$ cat config.mk
export PLATFORM = sky130hd
export DESIGN_NAME = register_file_32x32_flat
export DESIGN_NICKNAME = d
export VERILOG_FILES = /design/src/rtl/register_file_32x32_pkg.sv /design/src/rtl/register_file_32x32_if.sv /design/src/rtl/register_file_32x32_demux.sv /design/src/rtl/register_file_32x32.sv /design/src/flat_wrapper.sv
export SDC_FILE = /design/constraint.sdc
export NUM_CORES = 2
export LEC_CHECK = 0
export CAP_MARGIN = 5
export CORE_UTILIZATION = 48
export CTS_CLUSTER_SIZE = 28
export DETAILED_ROUTE_END_ITERATION = 10
export PLACE_DENSITY_LB_ADDON = 0.2
export SYNTH_ARGS = -nofsm -noshare
export SYNTH_HDL_FRONTEND = slang
export SYNTH_HIERARCHICAL = 1
export SYNTH_SLANG_ARGS = --single-unit
$ cat constraint.sdc
create_clock -name clk -period 5.15 [get_ports clk]
set_input_delay 1.03 -clock clk [delete_from_list [all_inputs] [get_ports clk]]
set_output_delay 1.03 -clock clk [all_outputs]
set_load 0.005 [all_outputs]
$ cat src/rtl/register_file_32x32_pkg.sv
// Shared RISC-V constants and helpers for the integer register file slice.
package rv_pkg;

  localparam int XLEN       = 32;
  localparam int REG_ADDR_W = 5;
  localparam int NUM_REGS   = 32;

  typedef logic [REG_ADDR_W-1:0] reg_addr_t;
  typedef logic [NUM_REGS-1:0]   reg_onehot_t;

  localparam reg_addr_t REG_ZERO = 5'd0;
  localparam reg_addr_t REG_RA   = 5'd1;
  localparam reg_addr_t REG_SP   = 5'd2;

  // An unknown index leaves the vector all-zero rather than spreading X.
  function automatic reg_onehot_t onehot_decode(input reg_addr_t sel);
    reg_onehot_t result;
    result      = '0;
    result[sel] = 1'b1;
    return result;
  endfunction

endpackage

$ cat src/rtl/register_file_32x32_if.sv
// Writeback/operand-read bus between the pipeline and the register file.
interface register_file_32x32_if
  import rv_pkg::*;
#(
  parameter int WIDTH = XLEN
) ();

  logic             we;
  reg_addr_t        rd_addr;
  logic [WIDTH-1:0] rd_data;
  reg_addr_t        rs1_addr;
  logic [WIDTH-1:0] rs1_data;
  reg_addr_t        rs2_addr;
  logic [WIDTH-1:0] rs2_data;

  modport master (
    output we, rd_addr, rd_data, rs1_addr, rs2_addr,
    input  rs1_data, rs2_data
  );

  modport slave (
    input  we, rd_addr, rd_data, rs1_addr, rs2_addr,
    output rs1_data, rs2_data
  );

endinterface

$ cat src/rtl/register_file_32x32_demux.sv
// 1-to-32 single-bit demultiplexer: routes 'in' onto the output line picked by 'sel'.
module demultiplexor1bit_1_32
  import rv_pkg::*;
(
  input  logic        in,
  input  reg_addr_t   sel,
  output reg_onehot_t out
);

  always_comb begin
    out = '0;
    if (in) begin
      out = onehot_decode(sel);
    end
  end

endmodule

$ cat src/rtl/register_file_32x32.sv
// RISC-V integer register file: x0 hardwired to zero, two combinational reads, one write.
module register_file_32x32
  import rv_pkg::*;
#(
  parameter int WIDTH  = XLEN,
  parameter bit BYPASS = 1'b1
) (
  input  logic                  clk,
  input  logic                  rst_n,
  register_file_32x32_if.slave  bus
);

  logic             we_ok;
  reg_onehot_t      load_en;
  logic             unused_x0_en;
  logic [WIDTH-1:0] regs [NUM_REGS-1:1];

  // Qualify the enable before decode so X on we/rd_addr cannot reach any register.
  always_comb begin
    we_ok = 1'b0;
    if (bus.we && (bus.rd_addr != REG_ZERO)) begin
      we_ok = 1'b1;
    end
  end

  demultiplexor1bit_1_32 u_we_demux (
    .in  (we_ok),
    .sel (bus.rd_addr),
    .out (load_en)
  );

  assign unused_x0_en = load_en[0];

  for (genvar i = 1; i < NUM_REGS; i++) begin : g_reg
    always_ff @(posedge clk or negedge rst_n) begin
      if (!rst_n) begin
        regs[i] <= '0;
      end else if (load_en[i]) begin
        regs[i] <= bus.rd_data;
      end
    end
  end

  always_comb begin
    bus.rs1_data = '0;
    if (rst_n && (bus.rs1_addr != REG_ZERO)) begin
      if (BYPASS && we_ok && (bus.rs1_addr == bus.rd_addr)) begin
        bus.rs1_data = bus.rd_data;
      end else begin
        bus.rs1_data = regs[bus.rs1_addr];
      end
    end
  end

  always_comb begin
    bus.rs2_data = '0;
    if (rst_n && (bus.rs2_addr != REG_ZERO)) begin
      if (BYPASS && we_ok && (bus.rs2_addr == bus.rd_addr)) begin
        bus.rs2_data = bus.rd_data;
      end else begin
        bus.rs2_data = regs[bus.rs2_addr];
      end
    end
  end

endmodule
$ cat src/flat_wrapper.sv
// flat-port wrapper written by rule: the top's interface ports become plain ports
module register_file_32x32_flat import rv_pkg::*;
#(
  parameter int WIDTH  = XLEN,
  parameter bit BYPASS = 1'b1
)
  (clk, rst_n, bus_we, bus_rd_addr, bus_rd_data, bus_rs1_addr, bus_rs2_addr, bus_rs1_data, bus_rs2_data);
  register_file_32x32_if #(.WIDTH(WIDTH)) bus_i ();
  input  logic clk;
  input  logic rst_n;
  input wire logic [$bits(bus_i.we)-1:0] bus_we;
  input wire logic [$bits(bus_i.rd_addr)-1:0] bus_rd_addr;
  input wire logic [$bits(bus_i.rd_data)-1:0] bus_rd_data;
  input wire logic [$bits(bus_i.rs1_addr)-1:0] bus_rs1_addr;
  input wire logic [$bits(bus_i.rs2_addr)-1:0] bus_rs2_addr;
  output wire logic [$bits(bus_i.rs1_data)-1:0] bus_rs1_data;
  output wire logic [$bits(bus_i.rs2_data)-1:0] bus_rs2_data;
  assign bus_i.we = bus_we;
  assign bus_i.rd_addr = bus_rd_addr;
  assign bus_i.rd_data = bus_rd_data;
  assign bus_i.rs1_addr = bus_rs1_addr;
  assign bus_i.rs2_addr = bus_rs2_addr;
  assign bus_rs1_data = bus_i.rs1_data;
  assign bus_rs2_data = bus_i.rs2_data;
  register_file_32x32 #(.WIDTH(WIDTH), .BYPASS(BYPASS)) u_core (.clk(clk), .rst_n(rst_n), .bus(bus_i));
endmodule
# == Word-level counts from Yosys, hierarchy flattened ==
# Index checks and enable logic that the tools add are counted.
# op_classes
reduce_logical,9
n_lt_le_gt_ge,4
eq_ne,2
mux,12
# ops
operator,n
binary-select mux 32 bit (select 5 bit),2
two-way mux 32 bit,7
"less-than comparator 5 x 6 -> 1 bit, second input constant",3
nonzero test 5 bit,3
== test 5 bit,2
logical AND 1 bit,6
demux 1 bit (select 5 bit),1
"greater-or-equal comparator 5 x 1 -> 1 bit, second input constant",1
two-way mux 1 bit,2
# totals
reg_bits,992
output_inout_bits,64
inputBits,50

# == Depth between registers and ports, before layout ==
# depth
word_depth,6
mapped_depth,9
ltp_nobuf,6

# == Modules after synthesis ==
# The synthesis kept the hierarchy.
# by_module_without_submodules
module,cells_per_inst,area_per_inst_um2,n_inst
register_file_32x32,3728,53622.7,1
demultiplexor1bit_1_32,47,230.2,1

# == Worst setup path before layout ==
# No wires, ideal clock.
# synth_path
path_type,input to output
from,in bus_rs1_addr[0]
to,out bus_rs1_data[17]
t_arrival_ns,2.700
setup_slack_ns,1.420
path_stages,7
path_cell_list,buf_6 > buf_2 > buf_2 > mux4_2 > a22oi_1 > o21ai_0 > a32o_1
# synth_between
elab_chain_cells,4
word_cells_on_any_way,8
# synth_lines
element,line_no,rtl
"start, declared",flat_wrapper.sv:14,input wire logic [$bits(bus_i.rs1_addr)-1:0] bus_rs1_addr;
binary-select mux 32 bit (select 5 bit) or == test 5 bit (tied branches),"register_file_32x32.sv:50, register_file_32x32.sv:47",
two-way mux 32 bit (not written as such) or logical AND 1 bit (tied branches),"register_file_32x32.sv:50, register_file_32x32.sv:47",
two-way mux 32 bit,register_file_32x32.sv:47,if (BYPASS && we_ok && (bus.rs1_addr == bus.rd_addr)) begin
two-way mux 32 bit *,register_file_32x32.sv:46,if (rst_n && (bus.rs1_addr != REG_ZERO)) begin
"end, declared",flat_wrapper.sv:16,output wire logic [$bits(bus_i.rs1_data)-1:0] bus_rs1_data;
# Mark *: on every way between the ends. The rest lies on a longest branch, timed or not. The select of a mux whose other input is x is not followed.

# == Worst setup path after layout ==
# layout_path
from,in bus_rs2_addr[3]
to,out bus_rs2_data[9]
# layout_between
elab_chain_cells,4
word_cells_on_any_way,8
# layout_lines
element,line_no,rtl
"start, declared",flat_wrapper.sv:15,input wire logic [$bits(bus_i.rs2_addr)-1:0] bus_rs2_addr;
binary-select mux 32 bit (select 5 bit) or == test 5 bit (tied branches),"register_file_32x32.sv:61, register_file_32x32.sv:58",
two-way mux 32 bit (not written as such) or logical AND 1 bit (tied branches),"register_file_32x32.sv:61, register_file_32x32.sv:58",
two-way mux 32 bit,register_file_32x32.sv:58,if (BYPASS && we_ok && (bus.rs2_addr == bus.rd_addr)) begin
two-way mux 32 bit *,register_file_32x32.sv:57,if (rst_n && (bus.rs2_addr != REG_ZERO)) begin
"end, declared",flat_wrapper.sv:17,output wire logic [$bits(bus_i.rs2_data)-1:0] bus_rs2_data;
# Marked as above.

==> summary.md <==
| Metric | Value |
|---|---|
| CP max-delay cell | `clkdlybuf4s50_1` |
| WL/cell | `34.1 um` |
| Crit-path most repeated cell | `clkdlybuf4s50_1` |
| Area of the core | `0.111 mm^2` |
| Mean area per synthesized cell | `14.3 um^2` |
| Die X | `337 um` |
| Post-route minimum period | `5.13 ns` |
| Max Cap Viol | `0` |
| Port Buffers | `113` |
| RSZ-0062 raised after global routing | `no` |
| Hold_ws | `0.210 ns` |
| Largest net degree at the start of global routing | `171` |
| CTS H-tree lvls | `3` |
| Worst skew pair latency | `0.70 ns` |
| R2r startpoint | `u_core/regs[47]` |
| Gr usage total | `33.0%` |
| Largest register FFs | `992` |
| Initial antenna violation count | `6` |
| Post-CTS sizing | `4` |
| Postcts setup bufs | `0` |
| Worst setup path category | `in2out` |
| CTS max path bufs | `3` |
| CTS tree | `built` |
| Reg2Reg Capture Point | `u_core/regs[47]` |
| DR pass1 iterations | `5` |
| Sequential Area | `0.0248 mm^2` |
| Vias in the first global route | `36,864` |
| Tcrit/Tclk final | `99.7%` |
| Peak VDD IR | `0.284 mV` |
| # hold bufs at CTS | `0` |
| Routed Antenna Nets | `0` |
| Arr. time, crit path | `4.10 ns` |
| Setup_tns | `0 ns` |
| Clock Sinks | `992` |
| Initial Util | `48.5%` |
| Worst path top cell family by delay | `buffers and inverters` |
| Area delta synth->final | `14.9%` |
| Cell count after synthesis | `3,774` |
| Worst reg2reg path depth | `1` |
| Routed vias | `37,117` |
| Worst slack at placement | `-0.328 ns` |
| Nets | `3,899` |
| Relative slew slack | `22.8%` |
| Worst hold path class | `in2async` |
| CP cell instances | `clkdlybuf4s50_1 -> buf_12 -> or2_2 -> o41a_2 -> buf_4 -> o21ai_0 -> a31oi_2 -> clkdlybuf4s50_1` |
| Nature of the critical path endpoint | `output port` |
| FP Rows | `122` |
| Fillers | `8,986` |
| Buf+Inv Stages, Crit Path | `4` |
| Yosys warnings | `6` |
| Final setup violation count | `0` |
| Skew final | `0 ns` |
| Clock transition at path regs | `0.06 ns` |
| Syn Nets | `3,824` |
| R2R Setup Slk | `4.33 ns` |
| Least-Margin Pin Slew | `1.15 ns` |
| Biggest regs | `u_core/regs (992)` |
| Status | `finished clean` |
| Total grt overflow | `0` |
| Cell Area, Synth | `0.0538 mm^2` |
| Height of the die | `337 um` |
| Fmax | `195 MHz` |
| Area of the multi-input gates | `0.0274 mm^2` |
| Leakage power | `26.1 nW` |
| Final WL | `185,000 um` |
| DRC | `0` |
| 1st-iter DRT viols | `4,402` |
| Crit path largest cell delay | `0.63 ns` |
| CTS buffer count | `111` |
| Via/cell ratio | `6.84` |
| Fin worst setup slack | `0.0154 ns` |
| CP required | `4.12 ns` |
| First-pass GRT wire length | `270,000 um` |
| Die area | `0.114 mm^2` |
| Worst Setup Start Kind | `input port` |
| PwrDens | `382 mW/mm^2` |
| Final HPWL from detailed placement | `112,000 um` |
| Slew Limit Fails | `0` |
| Worst-path fanout max | `12` |
| I/O pin count | `114` |
| Hold Fails Final Rpt | `0` |
| Largest register by flop count | `u_core/regs` |
| Share of cells above drive strength 1 | `51.7%` |
| Gpl congestion | `0.878` |
| CTS Root Buffer Type | `clkbuf_16` |
routing by layer:
| metal | wire length [um] | vias up | share of wire (%) | GRT usage (%) |
|---|---|---|---|---|
| met4 | 6950 | 2 | 3.8 | 11.9 |
| met2 | 81000 | 1967 | 44 | 47.7 |
| met5 | 13 | - | 0.0070 | 0 |
| met1 | 78600 | 20046 | 42 | 48.5 |
| met3 | 18400 | 375 | 10 | 7.85 |
| li1 | - | 14727 | - | - |
placed cells by master (no fill, tap or decap), types with 5 or more instances in the layout:
cell type / instances
nor2b_1: 29
o221ai_1: 30
clkbuf_8: 29
a221oi_1: 41
buf_12: 61
nor3_1: 25
mux2_2: 1126
bufinv_16: 7
clkdlybuf4s50_1: 103
buf_4: 225
buf_8: 5
a21oi_1: 66
a22oi_1: 109
mux4_2: 390
clkinv_2: 17
dfrtp_1: 992
o21ai_0: 51
clkbuf_1: 31
clkbuf_16: 115
o41ai_1: 11
xnor2_1: 8
and2_1: 7
o22ai_1: 52
nand2_1: 83
mux2i_1: 107
a32o_1: 12
nand2b_1: 12
nor2_1: 26
a211oi_1: 18
o211a_1: 7
nor2_4: 31
a221o_1: 6
nand3_1: 14
a31oi_1: 31
where the power goes:
group / total [mW] / switching (mW) / internal [mW] / leakage, nW
logic: 5.01 / 2.04 / 2.98 / 11.6
registers: 10.5 / 1.15 / 9.33 / 12.7
clock network: 8.13 / 3.31 / 4.82 / 1.84
metrics by stage:
| stage | util [%] | std cells | cell area, um^2 | total power [mW] |
|---|---|---|---|---|
| after floorplan | - | 3774 | 53800 | 13.8 |
| after global placement | 52.4 | 5224 | 58100 | 15.4 |
| after detailed placement | 52.4 | 5224 | 58100 | 15.5 |
| after CTS | 55.8 | 5427 | 61900 | 23.6 |
| after global routing | 55.8 | 5427 | 61900 | 24.5 |
| final | 55.8 | 5429 | 61900 | 23.6 |
worst max-delay path by stage:
stage                                from               end  slack, ns  cells after the start
after floorplan           bus_rs1_addr[0]  bus_rs1_data[17]       1.42                      7
after global placement     bus_rd_addr[1]  bus_rs1_data[27]      -0.38                      7
after detailed placement   bus_rd_addr[1]  bus_rs1_data[27]      -0.33                      7
after CTS                 bus_rs1_addr[0]  bus_rs1_data[30]       0.04                      9
after global routing       bus_rd_addr[4]  bus_rs2_data[31]       0.05                      8
final                     bus_rs2_addr[3]   bus_rs2_data[9]       0.02                      8
cell type report:
cell class / count / share of cell area, %
Antenna cell: 2 / 0.00809
Clock buffer: 174 / 5.46
Clock inverter: 29 / 0.546
Inverter: 3 / 0.0182
Multi-Input combinational cell: 2344 / 44.3
Sequential cell: 992 / 40.1
Tap cell: 1488 / 3.01
Timing Repair Buffer: 397 / 6.54
No activity file was read; power rests on OpenSTA's default activity.
